==> src/rtl/noc_credit_tx_if.sv <==
// Credit-based flit link: client valid/ready side plus router send/credit side.
interface noc_credit_tx_if #(
   parameter int FLIT_WIDTH = 32,
   parameter int DEST_WIDTH = 1
);
   logic                  in_valid;
   logic                  in_ready;
   logic [FLIT_WIDTH-1:0] in_data;
   logic [DEST_WIDTH-1:0] in_dest;
   logic                  in_is_tail;
   logic                  send_out;
   logic [FLIT_WIDTH-1:0] data_out;
   logic [DEST_WIDTH-1:0] dest_out;
   logic                  is_tail_out;
   logic                  credit_in;

   // Transmitter view: consumes client flits and credits, drives the router link.
   modport master (
      input  in_valid, in_data, in_dest, in_is_tail, credit_in,
      output in_ready, send_out, data_out, dest_out, is_tail_out
   );

   // Environment view: client source plus router receive port.
   modport slave (
      output in_valid, in_data, in_dest, in_is_tail, credit_in,
      input  in_ready, send_out, data_out, dest_out, is_tail_out
   );
endinterface

==> src/rtl/noc_credit_tx.sv <==
// Endpoint flit injector: queues client flits and launches them to a router
// input port only while a downstream buffer credit is held.
module noc_credit_tx #(
   parameter int FLIT_WIDTH   = 32,
   parameter int DEST_WIDTH   = 1,
   parameter int CREDIT_DEPTH = 4,
   parameter int QUEUE_DEPTH  = 4
) (
   input  logic                               clk,
   input  logic                               rst_n,
   noc_credit_tx_if.master                    bus,
   output logic [$clog2(CREDIT_DEPTH+1)-1:0]  credit_count,
   output logic                               credit_err
);
   localparam int CW = $clog2(CREDIT_DEPTH + 1);
   localparam int PW = $clog2(QUEUE_DEPTH);
   localparam int OW = $clog2(QUEUE_DEPTH + 1);
   localparam logic [CW-1:0] CREDIT_MAX = CW'(CREDIT_DEPTH);
   localparam logic [OW-1:0] QUEUE_FULL = OW'(QUEUE_DEPTH);

   typedef struct packed {
      logic [FLIT_WIDTH-1:0] data;
      logic [DEST_WIDTH-1:0] dest;
      logic                  tail;
   } flit_t;

   typedef enum logic {HEAD, BODY} in_state_t;

   in_state_t             state, state_next;
   logic [DEST_WIDTH-1:0] dest_latch, dest_latch_next, enq_dest;

   flit_t                 mem [QUEUE_DEPTH];
   logic [PW-1:0]         wr_ptr, rd_ptr;
   logic [OW-1:0]         occupancy;
   logic                  accept, launch;

   // Ready depends on occupancy only, so a pop on a full queue frees space one cycle later.
   assign bus.in_ready = rst_n && (occupancy != QUEUE_FULL);
   assign accept       = bus.in_valid && bus.in_ready;
   // Uses the registered credit count: a credit arriving this cycle is not yet spendable.
   assign launch       = (occupancy != '0) && (credit_count != '0);

   // Input packet FSM state and head-flit destination latch.
   always_ff @(posedge clk) begin
      if (!rst_n) begin
         state      <= HEAD;
         dest_latch <= '0;
      end else begin
         state      <= state_next;
         dest_latch <= dest_latch_next;
      end
   end

   // Head flits carry their own dest; body/tail flits reuse the latched head dest.
   always_comb begin
      state_next      = state;
      dest_latch_next = dest_latch;
      enq_dest        = dest_latch;
      case (state)
         HEAD: begin
            enq_dest = bus.in_dest;
            if (accept) begin
               dest_latch_next = bus.in_dest;
               if (!bus.in_is_tail) state_next = BODY;
            end
         end
         BODY: begin
            if (accept && bus.in_is_tail) state_next = HEAD;
         end
         default: state_next = HEAD;
      endcase
   end

   // Queue storage write; contents need no reset since occupancy gates reads.
   always_ff @(posedge clk) begin
      if (accept) mem[wr_ptr] <= '{data: bus.in_data, dest: enq_dest, tail: bus.in_is_tail};
   end

   // Queue pointers wrap naturally; occupancy has QUEUE_DEPTH+1 states.
   always_ff @(posedge clk) begin
      if (!rst_n) begin
         wr_ptr    <= '0;
         rd_ptr    <= '0;
         occupancy <= '0;
      end else begin
         if (accept) wr_ptr <= wr_ptr + 1'b1;
         if (launch) rd_ptr <= rd_ptr + 1'b1;
         case ({accept, launch})
            2'b10:   occupancy <= occupancy + 1'b1;
            2'b01:   occupancy <= occupancy - 1'b1;
            default: occupancy <= occupancy;
         endcase
      end
   end

   // Registered launch onto the router link; payload holds between launches.
   always_ff @(posedge clk) begin
      if (!rst_n) begin
         bus.send_out    <= 1'b0;
         bus.data_out    <= '0;
         bus.dest_out    <= '0;
         bus.is_tail_out <= 1'b0;
      end else begin
         bus.send_out <= launch;
         if (launch) begin
            bus.data_out    <= mem[rd_ptr].data;
            bus.dest_out    <= mem[rd_ptr].dest;
            bus.is_tail_out <= mem[rd_ptr].tail;
         end
      end
   end

   // Credit counter: spend on launch, refill on credit_in, saturate with sticky error.
   always_ff @(posedge clk) begin
      if (!rst_n) begin
         credit_count <= CREDIT_MAX;
         credit_err   <= 1'b0;
      end else begin
         case ({launch, bus.credit_in})
            2'b10: credit_count <= credit_count - 1'b1;
            2'b01: begin
               if (credit_count == CREDIT_MAX) credit_err <= 1'b1;
               else                            credit_count <= credit_count + 1'b1;
            end
            default: credit_count <= credit_count;
         endcase
      end
   end
endmodule

==> src/flat_wrapper.sv <==
// flat-port wrapper written by rule: the top's interface ports become plain ports
module noc_credit_tx_flat 
#(
   parameter int FLIT_WIDTH   = 32,
   parameter int DEST_WIDTH   = 1,
   parameter int CREDIT_DEPTH = 4,
   parameter int QUEUE_DEPTH  = 4
)
  (clk, rst_n, credit_count, credit_err, bus_in_valid, bus_in_data, bus_in_dest, bus_in_is_tail, bus_credit_in, bus_in_ready, bus_send_out, bus_data_out, bus_dest_out, bus_is_tail_out);
  noc_credit_tx_if #(.FLIT_WIDTH(FLIT_WIDTH), .DEST_WIDTH(DEST_WIDTH)) bus_i ();
  input  logic clk;
  input  logic rst_n;
  output logic [$clog2(CREDIT_DEPTH+1)-1:0] credit_count;
  output logic credit_err;
  input wire logic [$bits(bus_i.in_valid)-1:0] bus_in_valid;
  input wire logic [$bits(bus_i.in_data)-1:0] bus_in_data;
  input wire logic [$bits(bus_i.in_dest)-1:0] bus_in_dest;
  input wire logic [$bits(bus_i.in_is_tail)-1:0] bus_in_is_tail;
  input wire logic [$bits(bus_i.credit_in)-1:0] bus_credit_in;
  output wire logic [$bits(bus_i.in_ready)-1:0] bus_in_ready;
  output wire logic [$bits(bus_i.send_out)-1:0] bus_send_out;
  output wire logic [$bits(bus_i.data_out)-1:0] bus_data_out;
  output wire logic [$bits(bus_i.dest_out)-1:0] bus_dest_out;
  output wire logic [$bits(bus_i.is_tail_out)-1:0] bus_is_tail_out;
  assign bus_i.in_valid = bus_in_valid;
  assign bus_i.in_data = bus_in_data;
  assign bus_i.in_dest = bus_in_dest;
  assign bus_i.in_is_tail = bus_in_is_tail;
  assign bus_i.credit_in = bus_credit_in;
  assign bus_in_ready = bus_i.in_ready;
  assign bus_send_out = bus_i.send_out;
  assign bus_data_out = bus_i.data_out;
  assign bus_dest_out = bus_i.dest_out;
  assign bus_is_tail_out = bus_i.is_tail_out;
  noc_credit_tx #(.FLIT_WIDTH(FLIT_WIDTH), .DEST_WIDTH(DEST_WIDTH), .CREDIT_DEPTH(CREDIT_DEPTH), .QUEUE_DEPTH(QUEUE_DEPTH)) u_core (.clk(clk), .rst_n(rst_n), .bus(bus_i), .credit_count(credit_count), .credit_err(credit_err));
endmodule
==> config.mk <==
export PLATFORM = sky130hd
export DESIGN_NAME = noc_credit_tx_flat
export DESIGN_NICKNAME = d
export VERILOG_FILES = /design/src/rtl/noc_credit_tx_if.sv /design/src/rtl/noc_credit_tx.sv /design/src/flat_wrapper.sv
export SDC_FILE = /design/constraint.sdc
export NUM_CORES = 1
export LEC_CHECK = 0
export BUFFER_PORTS_ARGS = -buffer_cell sky130_fd_sc_hd__buf_2
export CORE_MARGIN = 2
export CORE_UTILIZATION = 46
export DETAILED_ROUTE_END_ITERATION = 10
export HOLD_SLACK_MARGIN = 0.15
export MAX_ROUTING_LAYER = met4
export PLACE_DENSITY = 0.65
export SETUP_SLACK_MARGIN = 0.3
export SLEW_MARGIN = 30
export SYNTH_ARGS = -nofsm -noshare
export SYNTH_HDL_FRONTEND = slang
export SYNTH_SLANG_ARGS = --single-unit
==> constraint.sdc <==
create_clock -name clk -period 6.73 [get_ports clk]
set_input_delay 0.673 -clock clk [delete_from_list [all_inputs] [get_ports clk]]
set_output_delay 0.673 -clock clk [all_outputs]
set_load 0.01 [all_outputs]
==> out/qor.csv <==
metric,value,unit
path_cells,or3_1 > nand2_2 > clkinv_1 > ha_1 > fa_1 > xnor2_1 > or3_1 > a21boi_0,
post_route_cells_drive_above_1_share,0.304,
netSwitchingFraction,0.281,
max_slew.worst_pin.slew,942,ps
crit-reg2reg-launch,u_core.credit_count[0],
cpPeakStageDelay,650,ps
ir_worst_vdd,219,uV
place.detailed.hpwl,7000,um
static_leakage,2.83,nW
die_height,127,um
synth_warnings,0,
num_rows,44,
ys_types,36,
post_cts_repair_resize_count,0,
synthesis.nets,453,
initial_core_util,0.473,
setup.worst_path.end_class,flip-flop,
antennaDiodeCount,0,
max-clock-path-buffers,2,
power.sequential.fraction,0.461,
dp_slack,3470,ps
p_per_area,403,nW/um^2
cp-start-kind,flip-flop,
timing.critical_path.max_delay_family,simple AND/OR/NAND/NOR gates,
grt_max_degree,54,
cts_sinks,184,
final_cells,681,
syn2layout_area_growth,16.5,%
min_path_type,in2reg,
setup_ws,3680,ps
dr_vias_cell,5.26,
internal_power,0.00233,W
setup_viol,0,
fin_worst_skew,15.8,ps
critical_path_arrival,3400,ps
hold_violations,0,
yosysSeqAreaShare,0.729,
grt_overflow_total,0,
cts_root_buffer,clkbuf_16,
cts-buffers-inserted,17,
die_w,127,um
cts_tree,built,
detailedRoute.firstPassIterationCount,4,
rsz0062_at_grt,false,
count_of_nets_left_with_antenna_violations_after_detail_routing,0,
final-seq-area,5050,um^2
crit_buf_inv,1,
synth_cells,408,
first_global_vias,3733,
total_power,0.00325,W
worst-endpoint-required,7080,ps
synth-seq-cells,184,
power.clock.fraction,0.315,
via_count,3582,
crit_slowest_cell,nand2_2,
design.core.area,14600,um^2
max_freq,0.328,GHz
multi_input_logic_area,1740,um^2
critical_path.most_common_cell,or3_1,
detail_route.wirelength,12200,um
outcome,"finished, final reports clean",
hold_path_end,u_core.mem[3][31],
ctsHoldBuffers,0,
crit-reg2reg-capture,u_core.occupancy[2],
worst_slew_margin_rel,0.372,
relative_contribution_of_combinational_cells_to_total_power,0.224,
post-cts-setup-buffers,0,
drt_iter0_drc,153,
final_cell_mix,"edfxtp_1, nand2_1, buf_2",
htreeDepth,4,
mappedNetlistArea,6920,um^2
layout.nets,529,
grt_first_pass_wirelength,19800,um
r2r_slack,3680,ps
reg2reg_path_depth,8,
worst_hold_path.num_cells,1,
tns,0,ps
portBuffers,77,
groute.usage.overall,0.171,
clkSlewWorstSetupHoldPaths,60,ps
routabilityCongestion,0.700,
detail_route.wl_per_cell,17.9,um
drc,0,
post-route-period-util,0.454,
die_area,16000,um^2
drv_cap,0,
power.switching,0.000913,W
n_fill_cell,1189,
worst_skew_pair.late_latency,430,ps
worstSetupPathType,reg2reg,
placed_cells,649,
post_synth.cell_area_avg,17.0,um^2
layout.cells.most_common,edfxtp_1,
antenna_violations_before_repair,0,
hold_path_startpoint,bus_in_data[29],
top_level_ports,78,
slew_viol_final,0,
min_period,3050,ps
worstPathMaxFanout,38,
-- cell usage after synthesis, drive strengths merged --
library cell / count / area (um^2)
a211oi: 1 / 12.5
a21boi: 35 / 263
a21oi: 1 / 5.00
a22oi: 1 / 7.51
a31oi: 1 / 6.26
and2: 8 / 50.1
and3: 1 / 6.26
buf: 14 / 95.1
clkbuf: 8 / 30.0
dfxtp: 48 / 961
edfxtp: 136 / 4080
fa: 2 / 40.0
ha: 5 / 62.6
inv: 7 / 26.3
mux2: 1 / 11.3
mux2i: 2 / 20.0
mux4: 34 / 766
nand2: 78 / 293
nand2b: 2 / 12.5
nand3: 1 / 5.00
nor2: 1 / 3.75
nor2b: 2 / 12.5
nor3b: 1 / 7.51
o211a: 1 / 10.0
o211ai: 1 / 7.51
o21ai: 3 / 15.0
o22ai: 1 / 6.26
o311a: 1 / 10.0
o31a: 1 / 8.76
o31ai: 1 / 7.51
or3: 3 / 23.8
xnor2: 6 / 52.6
-- final cells by class --
cell class,instances,share of cell area
repair buffers,79,0.0497
well taps,184,0.0286
clock buffers,18,0.0545
flip-flops and latches,184,0.626
clock inverters,14,0.0223
multi-input cells,195,0.215
inverters,7,0.00326
-- metal layers --
metal / GRT usage / vias to the layer above / wire length (um)
met5: - / - / 0
met1: 0.217 / 1806 / 5420
met3: 0.0380 / 14 / 436
li1: - / 1681 / -
met4: 0.0724 / 0 / 206
met2: 0.268 / 81 / 6140
-- cell families after synthesis --
| group | share of synthesized area |
|---|---|
| flops | 0.729 |
| simple gates | 0.0598 |
| compound gates | 0.0519 |
| mux | 0.115 |
| buf+inv | 0.0219 |
| fa+ha+maj | 0.0148 |
| xor+xnor | 0.00759 |
-- worst max-delay path by stage --
stage,endpoint,cells after the start,start
after floorplan,u_core.occupancy[2],10,u_core.credit_count[0]
after global placement,u_core.occupancy[2],8,rst_n
after detailed placement,u_core.occupancy[2],8,rst_n
after CTS,u_core.occupancy[2],8,u_core.credit_count[0]
after global routing,u_core.occupancy[2],8,u_core.credit_count[0]
final,u_core.occupancy[2],8,u_core.credit_count[0]
-- registers in the layout (all words and copies together), names as in the netlist, 2 cells and up, named ones only --
register             count
u_core.bus.data_out     32
u_core.credit_count      3
u_core.mem             136
u_core.occupancy         3
u_core.rd_ptr            2
u_core.wr_ptr            2
-- power groups by stage --
stage,logic (W),registers (W),clock network (W)
after detailed placement,0.000741,0.00152,0
after global routing,0.000809,0.00152,0.00109
after floorplan,0.000515,0.00151,0
after global placement,0.000724,0.00151,0
final,0.000728,0.00150,0.00102
after CTS,0.000746,0.00150,0.00104
-- per-stage QoR --
step                utilization  hold slack (ps)  cell area, um^2
floorplan                     -              464             6920
global placement          0.508              453             7440
detailed placement        0.508              456             7440
CTS                       0.550              450             8060
global route              0.551              455             8060
finish                    0.551              460             8060
Note: power is estimated with default switching activity, not from simulation.
